[src/rtl/mult_arbiter_if.sv]
// Handshake bundle between the two operand sources, the shared-multiplier arbiter
// and the product consumer.
interface mult_arbiter_if;
    logic [1:0]  req_valid;
    logic [6:0]  req_a0;
    logic [6:0]  req_b0;
    logic [6:0]  req_a1;
    logic [6:0]  req_b1;
    logic [1:0]  req_ready;
    logic        resp_valid;
    logic        resp_id;
    logic [13:0] resp_product;
    logic        resp_ready;
    logic [15:0] op_count;

    modport master (
        output req_valid, req_a0, req_b0, req_a1, req_b1, resp_ready,
        input  req_ready, resp_valid, resp_id, resp_product, op_count
    );

    modport slave (
        input  req_valid, req_a0, req_b0, req_a1, req_b1, resp_ready,
        output req_ready, resp_valid, resp_id, resp_product, op_count
    );
endinterface

[src/rtl/mult_arbiter.sv]
// Round-robin arbiter sharing one 7x7 unsigned array multiplier between two requesters,
// with programmable settle time and a registered, back-pressurable response channel.
module seven_multiplier (
    input  logic [6:0]  a,
    input  logic [6:0]  b,
    output logic [13:0] p
);
    always_comb begin
        p = '0;
        for (int unsigned i = 0; i < 7; i++) begin
            if (b[i]) p = p + ({7'b0, a} << i);
        end
    end
endmodule

module mult_arbiter #(
    parameter int unsigned SETTLE_CYCLES = 2
) (
    input logic          clk,
    input logic          rst_n,
    mult_arbiter_if.slave bus
);
    localparam logic [1:0] IDLE = 2'd0;
    localparam logic [1:0] CALC = 2'd1;
    localparam logic [1:0] DONE = 2'd2;
    localparam logic [3:0] SETTLE = 4'(SETTLE_CYCLES);

    logic [1:0]  state;
    logic [3:0]  cnt;
    logic [6:0]  op_a;
    logic [6:0]  op_b;
    logic        cur_id;
    logic        last_grant;
    logic        grant;
    logic        accept;
    logic [13:0] prod;
    logic        resp_valid_q;
    logic        resp_id_q;
    logic [13:0] resp_product_q;
    logic [15:0] op_cnt;

    seven_multiplier u_mult (
        .a (op_a),
        .b (op_b),
        .p (prod)
    );

    // A lone requester always wins; on a tie the one not served last time goes.
    always_comb begin
        grant  = (bus.req_valid == 2'b11) ? ~last_grant : bus.req_valid[1];
        accept = (state == IDLE) && (|bus.req_valid);
    end

    assign bus.req_ready    = accept ? (grant ? 2'b10 : 2'b01) : 2'b00;
    assign bus.resp_valid   = resp_valid_q;
    assign bus.resp_id      = resp_id_q;
    assign bus.resp_product = resp_product_q;
    assign bus.op_count     = op_cnt;

    always_ff @(posedge clk or negedge rst_n) begin
        if (!rst_n) begin
            state          <= IDLE;
            cnt            <= '0;
            op_a           <= '0;
            op_b           <= '0;
            cur_id         <= 1'b0;
            last_grant     <= 1'b1;
            resp_valid_q   <= 1'b0;
            resp_id_q      <= 1'b0;
            resp_product_q <= '0;
            op_cnt         <= '0;
        end else begin
            case (state)
                IDLE: begin
                    if (accept) begin
                        op_a       <= grant ? bus.req_a1 : bus.req_a0;
                        op_b       <= grant ? bus.req_b1 : bus.req_b0;
                        cur_id     <= grant;
                        last_grant <= grant;
                        cnt        <= SETTLE;
                        state      <= CALC;
                    end
                end
                CALC: begin
                    if (cnt == 4'd1) begin
                        resp_product_q <= prod;
                        resp_id_q      <= cur_id;
                        resp_valid_q   <= 1'b1;
                        cnt            <= '0;
                        state          <= DONE;
                    end else begin
                        cnt <= cnt - 4'd1;
                    end
                end
                DONE: begin
                    if (bus.resp_ready) begin
                        resp_valid_q <= 1'b0;
                        op_cnt       <= op_cnt + 16'd1;
                        state        <= IDLE;
                    end
                end
                default: state <= IDLE;
            endcase
        end
    end
endmodule

[src/flat_wrapper.sv]
// flat-port wrapper written by rule: the top's interface ports become plain ports
module mult_arbiter_flat 
#(
    parameter int unsigned SETTLE_CYCLES = 2
)
  (clk, rst_n, bus_req_valid, bus_req_a0, bus_req_b0, bus_req_a1, bus_req_b1, bus_resp_ready, bus_req_ready, bus_resp_valid, bus_resp_id, bus_resp_product, bus_op_count);
  mult_arbiter_if bus_i ();
  input logic clk;
  input logic rst_n;
  input wire logic [$bits(bus_i.req_valid)-1:0] bus_req_valid;
  input wire logic [$bits(bus_i.req_a0)-1:0] bus_req_a0;
  input wire logic [$bits(bus_i.req_b0)-1:0] bus_req_b0;
  input wire logic [$bits(bus_i.req_a1)-1:0] bus_req_a1;
  input wire logic [$bits(bus_i.req_b1)-1:0] bus_req_b1;
  input wire logic [$bits(bus_i.resp_ready)-1:0] bus_resp_ready;
  output wire logic [$bits(bus_i.req_ready)-1:0] bus_req_ready;
  output wire logic [$bits(bus_i.resp_valid)-1:0] bus_resp_valid;
  output wire logic [$bits(bus_i.resp_id)-1:0] bus_resp_id;
  output wire logic [$bits(bus_i.resp_product)-1:0] bus_resp_product;
  output wire logic [$bits(bus_i.op_count)-1:0] bus_op_count;
  assign bus_i.req_valid = bus_req_valid;
  assign bus_i.req_a0 = bus_req_a0;
  assign bus_i.req_b0 = bus_req_b0;
  assign bus_i.req_a1 = bus_req_a1;
  assign bus_i.req_b1 = bus_req_b1;
  assign bus_i.resp_ready = bus_resp_ready;
  assign bus_req_ready = bus_i.req_ready;
  assign bus_resp_valid = bus_i.resp_valid;
  assign bus_resp_id = bus_i.resp_id;
  assign bus_resp_product = bus_i.resp_product;
  assign bus_op_count = bus_i.op_count;
  mult_arbiter #(.SETTLE_CYCLES(SETTLE_CYCLES)) u_core (.clk(clk), .rst_n(rst_n), .bus(bus_i));
endmodule
[config.mk]
export PLATFORM = sky130hd
export DESIGN_NAME = mult_arbiter_flat
export DESIGN_NICKNAME = d
export VERILOG_FILES = /design/src/rtl/mult_arbiter_if.sv /design/src/rtl/mult_arbiter.sv /design/src/flat_wrapper.sv
export SDC_FILE = /design/constraint.sdc
export NUM_CORES = 1
export LEC_CHECK = 0
export CAP_MARGIN = 20
export CORE_ASPECT_RATIO = 1.75
export CORE_MARGIN = 1
export CORE_UTILIZATION = 50
export DETAILED_ROUTE_END_ITERATION = 8
export PLACE_DENSITY = 0.75
export SLEW_MARGIN = 20
export SYNTH_ARGS = -nofsm -noshare
export SYNTH_HDL_FRONTEND = slang
export SYNTH_SLANG_ARGS = --single-unit
[constraint.sdc]
create_clock -name clk -period 9.4 [get_ports clk]
set_input_delay 2.35 -clock clk [delete_from_list [all_inputs] [get_ports clk]]
set_output_delay 2.35 -clock clk [all_outputs]
set_load 0.05 [all_outputs]
==> out/metrics.csv, run 1 <==
stage,metric,value,unit
floorplanning,Die Ht,128,um
final_layout,layout net count,646,
yosys,YS warnings,0,
yosys,post-synth top area cell,dfrtp_1,
routing,first-pass detailed-route iteration total,5,
critical_path,Most common cell on crit path,ha_1,
routing,via count,3973,
sta,Fmax achieved,0.117,GHz
final_layout,area grow syn2layout,19.3,%
sta,setup tns final,0,ns
yosys,syn avg cell area,8.99,um2
clock_tree,clock sinks,54,
clock_tree,CTS tree,done,
critical_path,delay of the slowest critical-path stage,0.68,ns
yosys,Synth top area share,0.293,
final_layout,"non-filler cells, final",678,
sta,worst rel slew slack,0.453,
routing,Wirelength per Cell,16.5,um
clock_tree,cts hold-fix bufs,0,
yosys,ys flop type,dfrtp_1,
critical_path,CP Data Arrival Time,8.73,ns
critical_path,WP data required,9.57,ns
yosys,netlist area before placement,4530,um2
routing,drt total wl,11.2,mm
yosys,Cells after Synth,504,
critical_path,CP max-delay cell,dfrtp_1,
floorplanning,IO Pins,67,
final_layout,diodes inserted,0,
global_routing,largest net degree at the start of global routing,55,
yosys,register bit total from synthesis,54,
clock_tree,cts bufs inserted,5,
yosys,Yosys cell types,71,
critical_path,WS Path Type,reg2reg,
floorplanning,Initial Utilization,0.519,
placed_design,pre-CTS setup slack,0.957,ns
clock_tree,clk buf depth,2,
yosys,post-synthesis net count,590,
critical_path,Setup crit end kind,register,
floorplanning,Core ar.,8730,um2
clock_tree,Post-CTS Setup Inserts,0,
clock_tree,worst-skew pair later-pin latency,0.29,ns
routing,Via density,5.86,
clock_tree,clk root buf,clkbuf_16,
placed_design,Placer Congestion,0.884,
sta,Final Max Slew Viols,0,
routing,Final ANT Viol Nets,0,
global_routing,first-pass GRT wire length,18.7,mm
routing,Detailed Route Iter0 Violations,193,
floorplanning,Die Area,9460,um2
placed_design,number of instances in the placed design,670,
run,Max Cap Viol,0,
yosys,register area share after synthesis,0.299,
final_layout,Final Util,0.619,
clock_tree,Max H-tree Level,2,
sta,RSZ-0062 raised after global routing,false,
yosys,fraction of registers with async set/reset,1.00,
sta,PnR worst setup slack,0.845,ns
critical_path,CP Buf/Inv Count,2,
clock_tree,"CTS clk-pin slew, worst paths",0.07,ns
sta,Final min period,8.55,ns
sta,final setup fails,0,
yosys,ranking of synthesized cells by area,"dfrtp_1, ha_1, xnor2_1, nand2_1, xor2_1",
global_routing,initial antenna violation count,0,
critical_path,critical path's top delay family,compound AO/OA/AOI/OAI gates,
floorplanning,Die Wd,73.9,um
global_routing,vias in the first global route,4063,
critical_path,Startpoint Class,register,
routing,Residual DRC,0,
sta,final worst-path cycle share,0.910,
final_layout,share of cells above drive strength 1,0.0642,
clock_tree,cts repair resizes,0,
floorplanning,FP Rows,45,
global_routing,total grt overflow,0,
yosys,Post-synth EDFFs,0,
sta,Setup Skew,0.00402,ns
placed_design,post-detail-place hpwl,8.64,mm
sta,slew of the pin with the lowest slew margin,0.820,ns
status,status,finished clean,
placed_design,port bufs,66,
global_routing,total track usage,0.253,
sta,final hold vios,0,
critical_path,Worst Path Max Fanout,12,
hold_path,Hold WC Path Type,reg2reg,
path summary, 6_finish.rpt:
path / from / endpoint / slack, ns / cells after the start
max reg2reg: u_core.op_a[1] / u_core.bus.resp_product[11] / 0.85 / 36
min reg2reg: u_core.cur_id / u_core.bus.resp_id / 0.47 / 2
max: u_core.op_a[1] / u_core.bus.resp_product[11] / 0.85 / 36
min: u_core.cur_id / u_core.bus.resp_id / 0.47 / 2
min in group asynchronous: rst_n / u_core.bus.resp_product[11] / 2.18 / 2
max in group asynchronous: rst_n / u_core.op_a[0] / 6.77 / 2
cell families (layout without fill, tap and decap cells):
group / after synthesis / after routing / synth area share
AOI/OAI and AO/OA: 140 / 140 / 0.217
xor gates and xnor gates: 43 / 43 / 0.0831
adders and majority gates: 53 / 53 / 0.156
buffers and inverters: 55 / 112 / 0.0517
DFF: 54 / 54 / 0.299
muxes: 14 / 14 / 0.0345
and+or+nand+nor: 145 / 145 / 0.158
area by class of cell:
type / count / area (um2)
Sequential cell: 54 / 1350
Clock buffer: 7 / 143
Inverter: 36 / 135
Clock inverter: 1 / 8.76
Multi-Input combinational cell: 395 / 2950
Tap cell: 117 / 146
Fill cell: 742 / 3320
Timing Repair Buffer: 68 / 671
state kept, by name, indices dropped and copies added, names as in the netlist:
register / cells
u_core.bus.op_count: 16
u_core.bus.resp_product: 14
u_core.op_a: 7
u_core.op_b: 7
u_core.cnt: 4
u_core.state: 2
u_core.bus.resp_id: 1
u_core.bus.resp_valid: 1
u_core.cur_id: 1
u_core.last_grant: 1
cell usage in the layout (no fill, tap or decap), drive strengths merged, types with 3 or more instances in the layout:
cell type,n
mux2i,11
a21oi,36
nor2b,6
o211ai,3
o21a,5
xor2,20
or2,4
clkdlybuf4s50,65
o21bai,4
mux2,3
buf,3
a21o,12
a222oi,14
a221o,3
nand3b,3
nand2b,6
fa,6
a211oi,3
inv,36
ha,47
nor3,4
nand2,53
nor2,25
and2,7
dfrtp,53
xnor2,23
o311ai,3
clkbuf,7
and3,9
o21ai,34
nand3,17
cell usage after synthesis (2+ instances only):
cell type   n
nand2b_1    6
o21ai_2     2
dfrtp_1    53
a31oi_1     2
or4_1       2
a222oi_1   14
a21o_1     12
buf_6       3
a21oi_2     2
o21a_1      5
o2111ai_1   2
nor2_1     25
nand2_1    53
and2_1      5
o21bai_1    4
or2_2       4
o21ai_0    31
a211oi_1    3
ha_1       47
a22o_1      2
nand4b_1    2
mux2i_1    10
o311ai_1    2
nor3_1      4
xor2_1     20
o211ai_1    3
a22oi_1     2
a221o_1     3
fa_1        6
a21oi_1    34
mux2_2      3
clkbuf_1   13
and3_1      8
nor2b_1     6
nand3_1    17
nand3b_1    3
inv_1      34
xnor2_1    23
a31o_2      2
layer usage:
layer	wire, um	global-route usage
met1	4390	0.291
met2	5900	0.452
met3	433	0.0330
met4	453	0.117
met5	0	0
worst register-to-register path, delay by kind of cell, from the launching register on:
family | cells | cell delay [ns]
AO/OA/AOI/OAI | 17 | 3.73
XOR/XNOR | 5 | 0.69
adder cells (fa/ha/maj) | 7 | 2.29
buffers and inverters | 2 | 0.18
flip-flops | 1 | 0.68
AND/OR/NAND/NOR | 5 | 0.85
metrics by stage:
step / hold slack [ns] / cell area (um2)
after global placement: 0.459 / 5250
after floorplan: 0.439 / 4530
after global routing: 0.478 / 5400
after CTS: 0.476 / 5400
after detailed placement: 0.461 / 5250
final: 0.472 / 5400
Power of run 1 is left out: the tool's default activity adds up to more than one toggle a clock period on the data nets, which glitch-free logic cannot reach.
==> inputs of run 2 (changes only) <==
--- a/config.mk
+++ b/config.mk
@@ -6,11 +6,13 @@
 export NUM_CORES = 1
 export LEC_CHECK = 0
 export CAP_MARGIN = 20
+export CELL_PAD_IN_SITES_DETAIL_PLACEMENT = 1
+export CELL_PAD_IN_SITES_GLOBAL_PLACEMENT = 1
 export CORE_ASPECT_RATIO = 1.75
 export CORE_MARGIN = 1
-export CORE_UTILIZATION = 50
+export CORE_UTILIZATION = 42
 export DETAILED_ROUTE_END_ITERATION = 8
-export PLACE_DENSITY = 0.75
+export PLACE_DENSITY = 0.82
 export SLEW_MARGIN = 20
 export SYNTH_ARGS = -nofsm -noshare
 export SYNTH_HDL_FRONTEND = slang
==> run 2 against run 1 <==
  * Sequential share of layout area about the same
  * Final area barely moved
  * Final cell count is 1.5% higher
  * Via count rose by 4.1%
  * Setup slack worse by 0.094 ns
  * Critical path depth shrank 1
  * Die area is 19% higher
  * Non-clock buffer count increased by 1
  * Clock-buffer cell count is 2 lower
  * Largest cell class unchanged
==> out/metrics.csv, run 2 (synthesis gave the netlist of run 1 again) <==
stage,metric,value,unit
status,status,finished clean,
routing,Residual DRC,0,
critical_path,WP data required,9.55,ns
critical_path,WS Path Type,reg2reg,
placed_design,post-detail-place hpwl,10.4,mm
floorplanning,FP Rows,49,
sta,final hold vios,0,
final_layout,flip-flop and latch area,1350,um2
routing,Detailed Route Iter0 Violations,143,
floorplanning,Die Ht,139,um
clock_tree,"CTS clk-pin slew, worst paths",0.08,ns
final_layout,"commonest non-fill, non-tap cell in the layout",clkdlybuf4s50_1,
final_layout,# fillers,1200,
clock_tree,Max H-tree Level,2,
critical_path,Most common cell on crit path,ha_1,
sta,RSZ-0062 raised after global routing,false,
routing,Via density,6.01,
global_routing,total track usage,0.258,
clock_tree,cts bufs inserted,5,
clock_tree,worst-skew pair later-pin latency,0.30,ns
critical_path,Worst Path Max Fanout,12,
placed_design,port bufs,66,
critical_path,Setup crit end kind,register,
run,Max Cap Viol,0,
routing,Final ANT Viol Nets,0,
final_layout,most frequent cells in the layout,"clkdlybuf4s50_1, nand2_1, dfrtp_1",
critical_path,CP max-delay cell,dfrtp_1,
sta,Final Max Slew Viols,0,
floorplanning,Core ar.,10400,um2
sta,slew of the pin with the lowest slew margin,0.869,ns
final_layout,layout net count,647,
final_layout,area of the multi-input gates,2940,um2
placed_design,Placer Congestion,0.869,
global_routing,first-pass GRT wire length,22.5,mm
floorplanning,Die Area,11200,um2
critical_path,CP Buf/Inv Count,2,
sta,Final min period,8.65,ns
critical_path,critical path's top delay family,compound AO/OA/AOI/OAI gates,
floorplanning,Initial Utilization,0.437,
global_routing,total grt overflow,0,
sta,worst rel slew slack,0.421,
critical_path,delay of the slowest critical-path stage,0.67,ns
sta,Setup Skew,0.00712,ns
final_layout,number of flip-flops in the largest register,16,
clock_tree,cts hold-fix bufs,0,
sta,Fmax achieved,0.116,GHz
critical_path,CP Data Arrival Time,8.80,ns
clock_tree,Post-CTS Setup Inserts,0,
global_routing,largest net degree at the start of global routing,55,
sta,setup tns final,0,ns
routing,Wirelength per Cell,19.8,um
final_layout,share of cells above drive strength 1,0.0642,
sta,final worst-path cycle share,0.920,
floorplanning,IO Pins,67,
final_layout,area grow syn2layout,19.4,%
clock_tree,CTS tree,done,
routing,via count,4136,
global_routing,vias in the first global route,4498,
critical_path,Startpoint Class,register,
floorplanning,Die Wd,80.5,um
routing,first-pass detailed-route iteration total,5,
clock_tree,clk root buf,clkbuf_16,
clock_tree,cts repair resizes,0,
global_routing,initial antenna violation count,0,
clock_tree,clock sinks,54,
clock_tree,clk buf depth,2,
final_layout,diodes inserted,0,
sta,Hold Slack,0.479,ns
hold_path,Hold WC Path Type,reg2reg,
routing,drt total wl,13.6,mm
sta,final setup fails,0,
==> run 2: per-stage QoR <==
| step | std cells | setup slack, ns | util | area (um2) |
|---|---|---|---|---|
| finish | 688 | 0.751 | 0.522 | 5410 |
| global route | 688 | 0.150 | 0.522 | 5410 |
| CTS | 688 | 0.779 | 0.522 | 5410 |
| detailed placement | 681 | 0.809 | 0.508 | 5270 |
| global placement | 681 | 1.41 | 0.508 | 5270 |
| floorplan | 504 | 1.91 | - | 4530 |
==> run 2: path summary, 6_finish.rpt <==
check                                   startpoint                     endpoint  slack (ns)  cells past startpoint
setup / recovery                    u_core.op_a[1]  u_core.bus.resp_product[13]        0.75                     35
max in group asynchronous                    rst_n        u_core.bus.resp_valid        6.74                      2
hold reg to reg            u_core.bus.op_count[15]      u_core.bus.op_count[15]        0.48                      1
setup reg to reg                    u_core.op_a[1]  u_core.bus.resp_product[13]        0.75                     35
hold / removal             u_core.bus.op_count[15]      u_core.bus.op_count[15]        0.48                      1
min in group asynchronous                    rst_n      u_core.bus.op_count[15]        2.18                      2
==> run 2: worst reg2reg max path: cells and delay by family, from the launching register on <==
kind / cells / cell delay, ns
muxes: 1 / 0.17
and+or+nand+nor: 6 / 1.11
DFF: 1 / 0.67
AOI/OAI and AO/OA: 17 / 3.80
buffers and inverters: 2 / 0.18
xor gates and xnor gates: 2 / 0.21
adders and majority gates: 7 / 2.34
==> run 2: layout make-up <==
type                    count  share of cell area
multi-input cells         395               0.544
flip-flops and latches     54               0.250
repair buffers             69               0.125
well taps                 127              0.0294
inverters                  36              0.0250
clock buffers               5              0.0231
clock inverters             2             0.00255
==> run 2: routing by layer <==
metal | GRT usage | share of wire | vias to the layer above
met2 | 0.479 | 0.55 | 100
met3 | 0.0295 | 0.028 | 42
li1 | - | - | 1924
met5 | 0 | 0 | -
met4 | 0.113 | 0.038 | 0
met1 | 0.284 | 0.38 | 2070
Power of run 2 is left out for the same reason.
